### src/rtl/store_aux.sv
// store_aux: store-merge helper for the MIPS multicycle datapath.
//
// This block builds the 32-bit word that is written back to memory for sw, sh
// and sb. It takes the low word, halfword or byte of the store-data register
// and merges it into the current memory word. The result is registered, so it
// appears one cycle after the inputs are sampled.
//
// Ports:
//   clk       rising-edge system clock
//   reset     asynchronous, active-high; clears data_out and byte_en at once
//   selector  store type: 00=sw, 01=sh, 10=sb, 11=no-store
//   data_0    store data (rt / B register value)
//   data_1    current memory word (MDR) at the target address
//   data_out  registered merged word for the memory write-data port
//   byte_en   registered with data_out; bit i set means byte i of data_out
//             came from data_0
//
// DATA_W must stay 32. The byte and halfword lanes are hard-wired to [7:0]
// and [15:0].

module store_aux #(
  parameter int DATA_W = 32
) (
  input  logic              clk,
  input  logic              reset,
  input  logic [1:0]        selector,
  input  logic [DATA_W-1:0] data_0,
  input  logic [DATA_W-1:0] data_1,
  output logic [DATA_W-1:0] data_out,
  output logic [3:0]        byte_en
);

  localparam logic [1:0] SEL_SW = 2'b00;
  localparam logic [1:0] SEL_SH = 2'b01;
  localparam logic [1:0] SEL_SB = 2'b10;

  logic [DATA_W-1:0] merge_data;
  logic [3:0]        merge_en;

  // The default arm doubles as the no-store pass-through. An undefined
  // selector therefore rewrites the existing memory word rather than
  // injecting store data.
  always_comb begin
    merge_data = data_1;
    merge_en   = 4'b0000;
    case (selector)
      SEL_SW: begin
        merge_data = data_0;
        merge_en   = 4'b1111;
      end
      SEL_SH: begin
        merge_data = {data_1[DATA_W-1:16], data_0[15:0]};
        merge_en   = 4'b0011;
      end
      SEL_SB: begin
        merge_data = {data_1[DATA_W-1:8], data_0[7:0]};
        merge_en   = 4'b0001;
      end
      default: begin
        merge_data = data_1;
        merge_en   = 4'b0000;
      end
    endcase
  end

  always_ff @(posedge clk or posedge reset) begin
    if (reset) begin
      data_out <= '0;
      byte_en  <= 4'b0000;
    end else begin
      data_out <= merge_data;
      byte_en  <= merge_en;
    end
  end

endmodule

### config.mk
export PLATFORM = sky130hd
export DESIGN_NAME = store_aux
export DESIGN_NICKNAME = d
export VERILOG_FILES = /design/src/rtl/store_aux.sv
export SDC_FILE = /design/constraint.sdc
export NUM_CORES = 1
export LEC_CHECK = 0
export ABC_AREA = 1
export BUFFER_PORTS_ARGS = -buffer_cell sky130_fd_sc_hd__buf_2
export CORE_MARGIN = 2
export CORE_UTILIZATION = 42
export CTS_CLUSTER_DIAMETER = 150
export CTS_CLUSTER_SIZE = 8
export DETAILED_ROUTE_END_ITERATION = 8
export PLACE_DENSITY_LB_ADDON = 0.3
export SETUP_SLACK_MARGIN = 0.4
export SLEW_MARGIN = 15
export SYNTH_ARGS = -nofsm -noshare
export SYNTH_HDL_FRONTEND = slang
export SYNTH_SLANG_ARGS = --single-unit
export TNS_END_PERCENT = 30
### constraint.sdc
create_clock -name clk -period 2.7 [get_ports clk]
set_clock_uncertainty 0.2 [all_clocks]
set_input_delay 0.405 -clock clk [delete_from_list [all_inputs] [get_ports clk]]
set_output_delay 0.405 -clock clk [all_outputs]
set_load 0.1 [all_outputs]
# Word-level counts from Yosys, hierarchy flattened
# Index checks and enable logic that the tools add are counted.
dict set report classes {
  eq_ne 2
  muxes 2
  n_reduce_logical 1
}
# op n
set ops {}
lappend ops {{one-hot mux 32 bit (3 select lines)} 1}
lappend ops {{one-hot mux 4 bit (3 select lines)} 1}
lappend ops {{equality test 2 x 1 -> 1 bit (second input constant)} 1}
lappend ops {{equality test 2 bit (second input constant)} 1}
lappend ops {{zero test 2 bit} 1}
dict set report word_totals {
  register_bits 36
  in_bits 68
  word_cells 7
}

# Longest topological paths before layout
dict set report logic_depth {
  depth_word 2
  depth_mapped 5
  depth_no_buf 3
}

# Worst setup path before layout
# OpenSTA, ideal clock, no wires.
dict set report synth_path {
  kind {reg-to-output}
  from {reg byte_en[2] (netlist name)}
  to {out byte_en[3]}
  arrival_ns 1.324
  required_ns 2.095
  slack_ns 0.771
  path_stages_with_launch 2
  cell_sequence {dfrtp_1 buf_4}
}
# item line
set synth_lines {}
lappend synth_lines {{end, declared} 30} ;# output logic [3:0] byte_en

# Worst setup path after layout
dict set report layout_path {
  from {reg data_out[7]}
  to {out data_out[7]}
}
# item line
set layout_lines {}
lappend layout_lines {{start, declared} 29} ;# output logic [DATA_W-1:0] data_out,
lappend layout_lines {{start signal, assigned} 71} ;# data_out <= merge_data;
# No word-level cell between the ends.

==> results.py <==
metrics = {
    "timing": {
        "max_freq_mhz": 583,
        "maxSlewViolCount": 0,
        "timing.final.hold_violations": 0,
        "fin_crit_ns": 1.71,
        "worstMarginPinSlew_ns": 0.498,
        "finalSetupViolations": 0,
        "max_slew_margin": 0.670,
        "setup-tns-final_ns": 0,
        "rsz0062_at_grt": "false",
        "finalCritPeriodShare": 0.635,
    },
    "critical_path": {
        "cpLargestDelayFamily": "buffers and inverters",
        "cp_data_required_time_ns": 2.10,
        "critPathCaptureType": "output port",
        "cp.arrival_ns": 1.11,
        "start_kind": "flip-flop",
        "max_stage_delay_ns": 0.43,
        "critPathKind": "flip-flop to output port",
        "cp_max_fo": 1,
        "crit_path_top_delay_cell": "buf_2",
        "path_cells": "buf_2",
        "critical_path.n_buffers_inverters": 1,
    },
    "finish": {
        "nets": 316,
        "fin_area_um2": 1970,
        "final_cell_mix": "103 x buf_2, 71 x nand2_1, 35 x dfrtp_1",
        "syn_to_final_growth_pct": 41.8,
        "antenna_cells": 0,
        "utilization": 0.635,
        "final_common_cell": "buf_2",
        "layout-drive-gt1-share": 0.460,
    },
    "detailed_routing": {
        "dr.pass1.iters": 4,
        "wire_per_inst_um": 11.2,
        "drtIter0Drc": 29,
        "vias_per_cell": 4.38,
        "vias": 1278,
        "drc": 0,
        "antenna_left": 0,
        "finalWirelength_mm": 3.28,
    },
    "placement": {
        "dpl.hpwl_mm": 2.46,
        "numPortBuffers": 103,
        "place_congestion": 0.828,
        "dpl_cell_area_um2": 1890,
    },
    "logic_synthesis": {
        "yosys-mux-area-fraction": 0,
        "synth-compound-area-share": 0.0577,
        "synth-simple-area-share": 0.244,
        "syn_avg_cell_area_um2": 9.64,
        "synthAdderAreaFrac": 0,
        "postSynthCellCount": 144,
        "yosys_warnings": 0,
        "synth_top_family_by_area": "simple AND/OR/NAND/NOR gates",
        "synth-seq-cells": 35,
        "syn_nets": 212,
        "synthDistinctLibCells": 13,
        "synth-seq-area-share": 0.631,
        "synth_xor_area_frac": 0,
        "synth_area_um2": 1390,
    },
    "clock_tree": {
        "htreeDepth": 2,
        "tritoncts": "yes",
        "cts.sinks": 35,
        "cts_buffer_depth": 2,
        "cts.repair.resized": 0,
        "clkTransAtPathRegs_ns": 0.10,
        "cts-root-buf": "clkbuf_4",
        "numCtsBuffers": 5,
    },
    "power": {
        "p_leak_uw": 0.00115,
        "total_power_uw": 1390,
        "vdd_drop_max_uv": 325,
        "p_per_area_nw_per_um2": 704,
    },
    "floorplanning": {
        "dieArea_um2": 3780,
        "die_w_um": 61.5,
        "die_h_um": 61.5,
        "start_util": 0.448,
        "io_pins": 104,
        "num_rows": 20,
        "core_um2": 3100,
    },
    "worst_hold_path": {
        "worstHoldStart": "data_0[1]",
        "whs_endpoint": "data_out[1]",
        "hold_path_class": "input port to flip-flop",
        "hold_path_depth": 3,
    },
    "grt": {
        "grt_first_pass_wirelength_mm": 4.99,
        "first_global_vias": 1234,
        "antenna_found_initial": 0,
        "grt_overflow": 0,
        "grt_usage": 0.185,
        "grt_max_degree": 36,
    },
    "outcome": {
        "outcome": "finished, final reports clean",
    },
    "job": {
        "drv_cap": 0,
    },
}
[synthesized netlist by cell type]
library cell	n	area, um^2
clkbuf_2	1	5.00
nand2_2	2	12.5
clkinv_1	1	3.75
dfrtp_1	35	876
nand3_1	8	40.0
buf_4	3	22.5
inv_1	1	3.75
buf_2	1	5.00
o21ai_0	16	80.1
nand2_1	71	267
nor2_8	1	20.0
buf_6	3	33.8
buf_12	1	20.0
[layer usage]
metal | global-route usage | part of all wire
met5 | 0 | 0
met4 | 0.0973 | 0.026
met3 | 0.0567 | 0.083
met2 | 0.343 | 0.53
met1 | 0.182 | 0.36
[logic make-up after synthesis]
family,Yosys count
and+or+nand+nor,82
DFF,35
AOI/OAI and AO/OA,16
buffers and inverters,11
[per-stage QoR]
| stage | hold WS, ns | worst slack [ns] | cells |
|---|---|---|---|
| 6_report | 0.0614 | 0.986 | 292 |
| 5_1_grt | 0.0570 | 0.945 | 292 |
| 4_1_cts | 0.0483 | 0.968 | 292 |
| 3_5_place_dp | 0.314 | 1.08 | 284 |
| 3_3_place_gp | 0.314 | 1.13 | 284 |
| 2_1_floorplan | 0.315 | 0.771 | 144 |
[registers in the layout, indices dropped and copies added (netlist names)]
name and count:
byte_en 3, data_out 32
[what timing repair did]
item | in CTS | in global routing
endpoints found under the hold margin | 35 | 0
setup buffers | 0 | 0
hold buffers | 1 | 0
[area by class of cell]
type | count | area [um^2]
repair buffers | 106 | 541
clock buffers | 6 | 41.3
inverters | 2 | 7.51
multi-input cells | 98 | 419
fillers | 292 | 1130
flip-flops and latches | 35 | 876
clock inverters | 1 | 30.0
well taps | 44 | 55.1
[worst max-delay path by stage]
stage,startpoint,end,slack (ns),depth (start not counted)
finish,data_out[7],data_out[7],0.99,1
floorplan,byte_en[2],byte_en[3],0.77,1
global placement,selector[1],data_out[7],1.13,5
global route,byte_en[2],byte_en[3],0.94,1
detailed placement,selector[1],data_out[7],1.08,5
CTS,data_out[7],data_out[7],0.97,1
[report_power, final]
group,total [uW],switching (uW),leakage (uW),internal [uW]
clock,344,153,0.0000383,191
sequential,573,10.1,0.000416,563
combinational,470,388,0.000692,82.1
total,1390,551,0.00115,836
No activity file was read; power rests on OpenSTA's default activity.
